[src/rtl/idecode_stage.sv]
// Instruction-decode stage: decodes 16-bit instruction words, buffers them
// in a 2-entry skid buffer (main + skid) and presents registered decoded
// fields downstream over a valid/ready handshake. Supports a synchronous
// flush and counts completed output handshakes.

// Pure field extraction and sign extension for one instruction word.
module idecode_decoder #(
    parameter int DATA_W = 16
) (
    input  logic [15:0]       ir,
    output logic [2:0]        opcode,
    output logic [1:0]        alu_op,
    output logic [1:0]        shift_op,
    output logic [2:0]        rn,
    output logic [2:0]        rd,
    output logic [2:0]        rm,
    output logic [2:0]        cond,
    output logic [DATA_W-1:0] sximm5,
    output logic [DATA_W-1:0] sximm8
);
    assign opcode   = ir[15:13];
    assign alu_op   = ir[12:11];
    assign rn       = ir[10:8];
    assign rd       = ir[7:5];
    assign shift_op = ir[4:3];
    assign rm       = ir[2:0];
    // Only branch-class words (opcode 001) carry a condition; other opcodes,
    // including unused ones, report cond 0.
    assign cond     = (ir[15:13] == 3'b001) ? ir[10:8] : 3'b000;
    assign sximm5   = {{(DATA_W-5){ir[4]}}, ir[4:0]};
    assign sximm8   = {{(DATA_W-8){ir[7]}}, ir[7:0]};
endmodule

module idecode_stage #(
    parameter int DATA_W = 16,
    parameter int PC_W   = 8,
    parameter int CNT_W  = 16
) (
    input  logic              clk,
    input  logic              rst_n,
    input  logic              flush,
    input  logic              in_valid,
    output logic              in_ready,
    input  logic [15:0]       in_ir,
    input  logic [PC_W-1:0]   in_pc,
    output logic              out_valid,
    input  logic              out_ready,
    output logic [2:0]        out_opcode,
    output logic [1:0]        out_alu_op,
    output logic [1:0]        out_shift_op,
    output logic [2:0]        out_rn,
    output logic [2:0]        out_rd,
    output logic [2:0]        out_rm,
    output logic [2:0]        out_cond,
    output logic [DATA_W-1:0] out_sximm5,
    output logic [DATA_W-1:0] out_sximm8,
    output logic [PC_W-1:0]   out_pc,
    output logic [CNT_W-1:0]  decode_count
);

    // Occupancy of the main/skid pair.
    localparam logic [1:0] EMPTY = 2'd0;
    localparam logic [1:0] ONE   = 2'd1;
    localparam logic [1:0] TWO   = 2'd2;

    typedef struct packed {
        logic [2:0]        opcode;
        logic [1:0]        alu_op;
        logic [1:0]        shift_op;
        logic [2:0]        rn;
        logic [2:0]        rd;
        logic [2:0]        rm;
        logic [2:0]        cond;
        logic [DATA_W-1:0] sximm5;
        logic [DATA_W-1:0] sximm8;
        logic [PC_W-1:0]   pc;
    } dec_t;

    logic [1:0]        state, state_d;
    dec_t              dec_in, main_q, skid_q;
    logic              accept, consume;
    logic              ld_main_in, ld_main_skid, ld_skid;
    logic [CNT_W-1:0]  cnt_q;

    logic [2:0]        d_opcode, d_rn, d_rd, d_rm, d_cond;
    logic [1:0]        d_alu_op, d_shift_op;
    logic [DATA_W-1:0] d_sximm5, d_sximm8;

    idecode_decoder #(.DATA_W(DATA_W)) u_dec (
        .ir       (in_ir),
        .opcode   (d_opcode),
        .alu_op   (d_alu_op),
        .shift_op (d_shift_op),
        .rn       (d_rn),
        .rd       (d_rd),
        .rm       (d_rm),
        .cond     (d_cond),
        .sximm5   (d_sximm5),
        .sximm8   (d_sximm8)
    );

    assign dec_in = '{opcode: d_opcode, alu_op: d_alu_op, shift_op: d_shift_op,
                      rn: d_rn, rd: d_rd, rm: d_rm, cond: d_cond,
                      sximm5: d_sximm5, sximm8: d_sximm8, pc: in_pc};

    assign in_ready  = (state != TWO);
    assign out_valid = (state != EMPTY);
    assign accept    = in_valid & in_ready;
    assign consume   = out_valid & out_ready;

    // Next occupancy and which register loads; flush overrides everything.
    always_comb begin
        state_d      = state;
        ld_main_in   = 1'b0;
        ld_main_skid = 1'b0;
        ld_skid      = 1'b0;
        if (flush) begin
            state_d = EMPTY;
        end else begin
            case (state)
                EMPTY: begin
                    if (accept) begin
                        state_d    = ONE;
                        ld_main_in = 1'b1;
                    end
                end
                ONE: begin
                    if (accept && consume) begin
                        ld_main_in = 1'b1;
                    end else if (accept) begin
                        state_d = TWO;
                        ld_skid = 1'b1;
                    end else if (consume) begin
                        state_d = EMPTY;
                    end
                end
                TWO: begin
                    if (consume) begin
                        state_d      = ONE;
                        ld_main_skid = 1'b1;
                    end
                end
                default: state_d = EMPTY;
            endcase
        end
    end

    // Occupancy state and handshake counter; a consume during flush is void.
    always_ff @(posedge clk or negedge rst_n) begin
        if (!rst_n) begin
            state <= EMPTY;
            cnt_q <= '0;
        end else begin
            state <= state_d;
            if (consume && !flush)
                cnt_q <= cnt_q + 1'b1;
        end
    end

    // Decoded-field registers: main feeds the outputs, skid holds the overflow word.
    always_ff @(posedge clk or negedge rst_n) begin
        if (!rst_n) begin
            main_q <= '0;
            skid_q <= '0;
        end else begin
            if (ld_main_in)
                main_q <= dec_in;
            else if (ld_main_skid)
                main_q <= skid_q;
            if (ld_skid)
                skid_q <= dec_in;
        end
    end

    assign out_opcode   = main_q.opcode;
    assign out_alu_op   = main_q.alu_op;
    assign out_shift_op = main_q.shift_op;
    assign out_rn       = main_q.rn;
    assign out_rd       = main_q.rd;
    assign out_rm       = main_q.rm;
    assign out_cond     = main_q.cond;
    assign out_sximm5   = main_q.sximm5;
    assign out_sximm8   = main_q.sximm8;
    assign out_pc       = main_q.pc;
    assign decode_count = cnt_q;

endmodule

[config.mk]
export PLATFORM = sky130hd
export DESIGN_NAME = idecode_stage
export DESIGN_NICKNAME = d
export VERILOG_FILES = /design/src/rtl/idecode_stage.sv
export SDC_FILE = /design/constraint.sdc
export NUM_CORES = 1
export LEC_CHECK = 0
export BUFFER_PORTS_ARGS = -buffer_cell sky130_fd_sc_hd__buf_2
export CORE_MARGIN = 10
export CORE_UTILIZATION = 52
export CTS_CLUSTER_SIZE = 12
export DETAILED_ROUTE_END_ITERATION = 16
export GPL_ROUTABILITY_DRIVEN = 0
export PLACE_DENSITY = 0.8
export SETUP_SLACK_MARGIN = 0.4
export SYNTH_ARGS = -nofsm -noshare
export SYNTH_HDL_FRONTEND = slang
export SYNTH_SLANG_ARGS = --single-unit
export TNS_END_PERCENT = 1
[constraint.sdc]
create_clock -name clk -period 1.93 [get_ports clk]
set_input_delay 0.386 -clock clk [delete_from_list [all_inputs] [get_ports clk]]
set_output_delay 0.386 -clock clk [all_outputs]
set_load 0.005 [all_outputs]
**Word level (Yosys, flattened, before mapping)**

Cells that the tools add are included.

- Flip-flop bits (word level): 117

- $add $sub $neg: 1
- Eq/ne operators: 8
- Mux-type cells: 20
- Bitwise gates (word level): 2
- Reduce and logical (&&, ||, !) cells: 7

Operators with widths:

| operator | count |
|---|---|
| 59-bit 2-to-1 mux | 2 |
| 16-bit by 1-bit adder with 16-bit output, second input constant | 1 |
| 2-bit 2-to-1 mux | 6 |
| 1-bit 2-to-1 mux | 9 |
| 3-bit != test, second input constant | 3 |
| 2-bit one-hot mux with 3 select lines | 1 |
| 4-bit != test, second input constant | 1 |
| 4-bit AND reduction | 1 |
| 2-bit nonzero test | 2 |
| 3-bit by 1-bit equality test with 1-bit output, second input constant | 1 |
| 3-bit 2-to-1 mux | 1 |
| 1-bit bitwise AND | 2 |
| 2-bit by 1-bit equality test with 1-bit output, second input constant | 1 |
| 2-bit equality test, second input constant | 1 |
| 1-bit logical AND | 2 |
| 2-bit logical NOT | 1 |
| 2-bit != test, second input constant | 1 |
| 1-bit one-hot mux with 2 select lines | 1 |
| 1-bit logical NOT | 1 |

**Longest topological paths before layout**

- Word-level depth: 7
- Depth in mapped cells: 6
- Gate-level depth less buffers: 5

**By module**

A second synthesis with hierarchy kept.

- Cells, all modules: 510
- Area total of the unflattened synthesis: 5,920.7 um2

By module, submodules not included:

| module | times used | cells each | area each (um2) | sequential area each (um2) |
|---|---|---|---|---|
| idecode_stage | 1 | 459 | 5,522.8 | 3,403.3 |
| idecode_decoder | 1 | 51 | 397.9 | 0.0 |

**Worst setup path after synthesis**

No wires, ideal clock.

- Path type: register to register
- Start: register state[1]
- End: register skid_q[12] (netlist name)
- Setup time: 125 ps
- Arrival: 1,519 ps
- Data required time: 1,805 ps
- Slack: 286 ps
- Cell stages (with the launch flop): 6
- Path buffers: 2
- Clock period less this slack: 1,644 ps
- Path through: dfrtp_1 nor2b_2 or3b_1 buf_6 buf_6 mux2_4

- Longest elaborated chain between the ends: 6
- Elaborated cells on any way between the ends: 10
- Those cells by class: 2 x eq/ne; 4 x mux; 2 x bitwise; 2 x reduce/logical

Ends and longest elaborated chain:

| element | line | RTL |
|---|---|---|
| start: declaration | 79 | `logic [1:0] state, state_d;` |
| start signal: assignment | 154 | `state <= state_d;` |
| 2-bit != test or 2-bit nonzero test (tied branches) | 106, 107 |  |
| 1-bit bitwise AND, on equally long branches | 108, 109 |  |
| 1-bit 2-to-1 mux or 1-bit logical AND (tied branches) | 130, 128 |  |
| 1-bit 2-to-1 mux | 128 | `if (accept && consume) begin` |
| 1-bit 2-to-1 mux (*) | 120 | `case (state)` |
| 1-bit 2-to-1 mux (*) | 117 | `if (flush) begin` |
| end signal: assignment | 171 | `skid_q <= dec_in;` |
| end: declaration | 80 | `dec_t dec_in, main_q, skid_q;` |

Every way passes the cells marked *; elsewhere a longest branch is shown, timed or not.
A chain may end at the register's enable or synchronous reset.

**Worst setup path after layout**

- Start: register state[1]
- End: register main_q (netlist bit out_alu_op[1])

- Longest elaborated chain between the ends: 7
- Elaborated cells on any way between the ends: 17
- Those cells by class: 3 x eq/ne; 8 x mux; 2 x bitwise; 4 x reduce/logical

Ends and longest elaborated chain:

| element | line | RTL |
|---|---|---|
| 2-bit != test or 2-bit nonzero test (tied branches) | 106, 107 |  |
| 1-bit bitwise AND, on equally long branches | 108, 109 |  |
| 1-bit logical AND | 128 |  |
| 1-bit 2-to-1 mux | 128 |  |
| 1-bit one-hot mux with 2 select lines | 120 |  |
| 1-bit 2-to-1 mux | 117 |  |
| 59-bit 2-to-1 mux or 2-bit nonzero test (tied branches) | -- |  |
| end signal: assignment | 167 | `main_q <= dec_in;` |
| end signal: assignment | 169 | `main_q <= skid_q;` |
| end: declaration | 80 |  |

Parallel ways exist; a longest one is shown, timed or not.

==> run summary <==
outcome: finished clean
Crit path required time: 2.15 ns
Place WS: 0.1187 ns
area growth from synthesis to layout: 25.24%
Post-synth top flop: dfrtp_1
number of buffers created by CTS: 9
DR pass1 iterations: 4
first-pass GRT wire length: 11640 um
synth unique cells: 34
Wirelength per Cell: 17.28 um
register bit total from synthesis: 72
via count of the routed design: 2279
total grt overflow: 0
number of I/O pins: 106
commonest cells after routing, fill and taps aside: buf_2 (104), dfrtp_1 (71), mux2_2 (46)
CP Max Fanout: 5
Critical-path top delay cell: dfrtp_1
die area: 10590 sq um
synthesized area: 3575 sq um
Overall Power: 5040 uW
Avg Synthesized Cell Area: 13.86 sq um
clock sinks: 72
1st-iter DRT viols: 62
setup ws final: 0.2526 ns
all-layer global routing usage: 13.88%
critical path class: register to register
final wirelength: 7656 um
vias in the first global route: 2395
clk slew on worst S/H paths: 0.08 ns
share of Yosys cell area claimed by the top area cell type: 50.40%
initial antenna violation count: 0
syn_nets: 288
startpoint types: register
clk buf depth: 2
antenna-violating nets left: 0
Hold Path Depth: 2
async set or reset register ratio after synthesis: 100.0%
EDFF count, synth: 0
commonest non-fill, non-tap cell in the layout: buf_2
DRC Markers: 0
worst path cell trace: buf_6 > buf_4 > nand3b_1 > a21oi_4 > buf_12 > clkbuf_16 > mux2_2
Max IR drop VDD: 0.0006952 V
top cells by area, synth: dfrtp_1 (50%), mux2_2 (17%), mux2_4 (11%)
Worst-Skew Late Latency: 0.34 ns
Detailed Place HPWL: 5161 um
HP Class: input pin to register
pwr dens: 1126 nW/um^2
R2R depth: 7
via-per-instance ratio: 5.144
post-synthesis sequential area ratio: 50.40%
leading area contributor after synthesis: dfrtp_1
Buffers on Ports: 105
# placed instances: 411
Nets: 388
P_leak: 0.002301 uW
hold_ws: 0.2899 ns
Slew HR: 66.28%
core area: 6719 sq um
htree depth: 3
kind of end point of the critical path: register
endpoints failing setup: 0
min cycle time layout: 1.677 ns
fin cells: 443
RSZ-0062 raised after global routing: yes
initial core utilization: 53.20%
Critical Path Max Stage Delay: 0.40 ns
Max Cap Violations: 0
antenna cell count: 0
Worst Skew: 0.01262 ns
largest net degree at the start of global routing: 47
fmax: 596.1 MHz
Tightest Pin Transition: 0.5047 ns
CTS tree: yes
Die Wd: 102.9 um
critical path arrival: 1.90 ns
share of layout cells above drive strength 1: 63.91%
fin crit share: 86.91%
Die H: 102.9 um
CTS Root Cell: clkbuf_8
Fin. Hold Viols: 0
Post-Syn Instances: 258
Cell Rows: 30
Synth warnings: 0
final setup TNS: 0 ns
Max Slew Vio Count: 0
[area by class of cell]
cell class,count,area (sq um)
Sequential cell,72,1803
Inverter,2,7.507
Timing Repair Buffer,129,858.3
Clock inverter,6,82.58
Clock buffer,10,137.6
Multi-Input combinational cell,144,1488
Tap cell,80,100.1
Fill cell,479,2242
[kinds of logic (layout without fill, tap and decap cells)]
| kind of cell | Yosys count | after routing | synth area share [%] |
|---|---|---|---|
| compound gates | 6 | 6 | 1.400 |
| xor+xnor | 15 | 15 | 3.675 |
| fa+ha+maj | 1 | 1 | 0.3500 |
| buf+inv | 42 | 147 | 9.100 |
| flops | 72 | 72 | 50.40 |
| mux | 81 | 81 | 28.21 |
| simple gates | 41 | 41 | 6.860 |
[worst paths after layout]
kind                                              start                            to  slack, ns
max                                state[1]$_DFFE_PN0P_     out_alu_op[1]$_DFFE_PN0P_       0.25
min                                            in_ir[7]        skid_q[48]$_DFFE_PN0P_       0.29
max reg2reg                        state[1]$_DFFE_PN0P_     out_alu_op[1]$_DFFE_PN0P_       0.25
min reg2reg                decode_count[15]$_DFFE_PN0P_  decode_count[15]$_DFFE_PN0P_       0.48
max in group asynchronous                         rst_n          state[0]$_DFFE_PN0P_       0.84
min in group asynchronous                         rst_n    out_sximm8[14]$_DFFE_PN0P_       0.50
[state kept, by name, summed over array words and instances (netlist names)]
register	cells
out_pc	8
out_rd	2
out_sximm8	1
out_rm	2
state	2
out_sximm5	2
out_alu_op	2
out_cond	3
skid_q	27
out_rn	3
decode_count	16
out_shift_op	1
out_opcode	3
[where the power goes]
group / switching, uW / leakage (uW) / internal, uW
registers: 278 / 0.000913 / 1910
logic: 559 / 0.00128 / 972
clock network: 567 / 0.000112 / 757
[synthesized netlist by cell type (all sizes together) (2+ instances only)]
library cell,number
a21oi,2
and2,2
and4,2
buf,40
dfrtp,72
inv,2
mux2,80
nand2,11
nand2b,2
nand3,5
nand3b,2
nand4,6
nor2,4
xnor2,14
[repair_timing]
action                                  4_1_cts  5_1_grt
buffers inserted                              8        2
hold buffers                                  1        0
pin swaps                                     2        2
gates resized for setup                       7       12
hold endpoints to repair                     26        0
endpoints found under the setup margin       59       68
gates cloned                                  2        3
[worst max-delay path, delay by kind of cell (launching register included)]
kind | cells | cell delay (ns)
buffers and inverters | 4 | 0.51
DFF | 1 | 0.40
muxes | 1 | 0.33
AOI/OAI and AO/OA | 1 | 0.20
and+or+nand+nor | 1 | 0.13
[metal layers]
layer  GRT usage, %  vias up  wire length [um]
met5              0        -                 0
met4          5.027        0                95
met3          4.491       10               601
met2          22.87       73              3701
met1          16.59     1127              3256
li1               -     1069                 -
[through the flow]
step | cell area [sq um] | util [%]
after floorplan | 3578 | -
after global placement | 3983 | 59.27
after detailed placement | 3983 | 59.27
after CTS | 4344 | 64.66
after global routing | 4477 | 66.63
final | 4477 | 66.63
No activity file was read; power rests on OpenSTA's default activity.
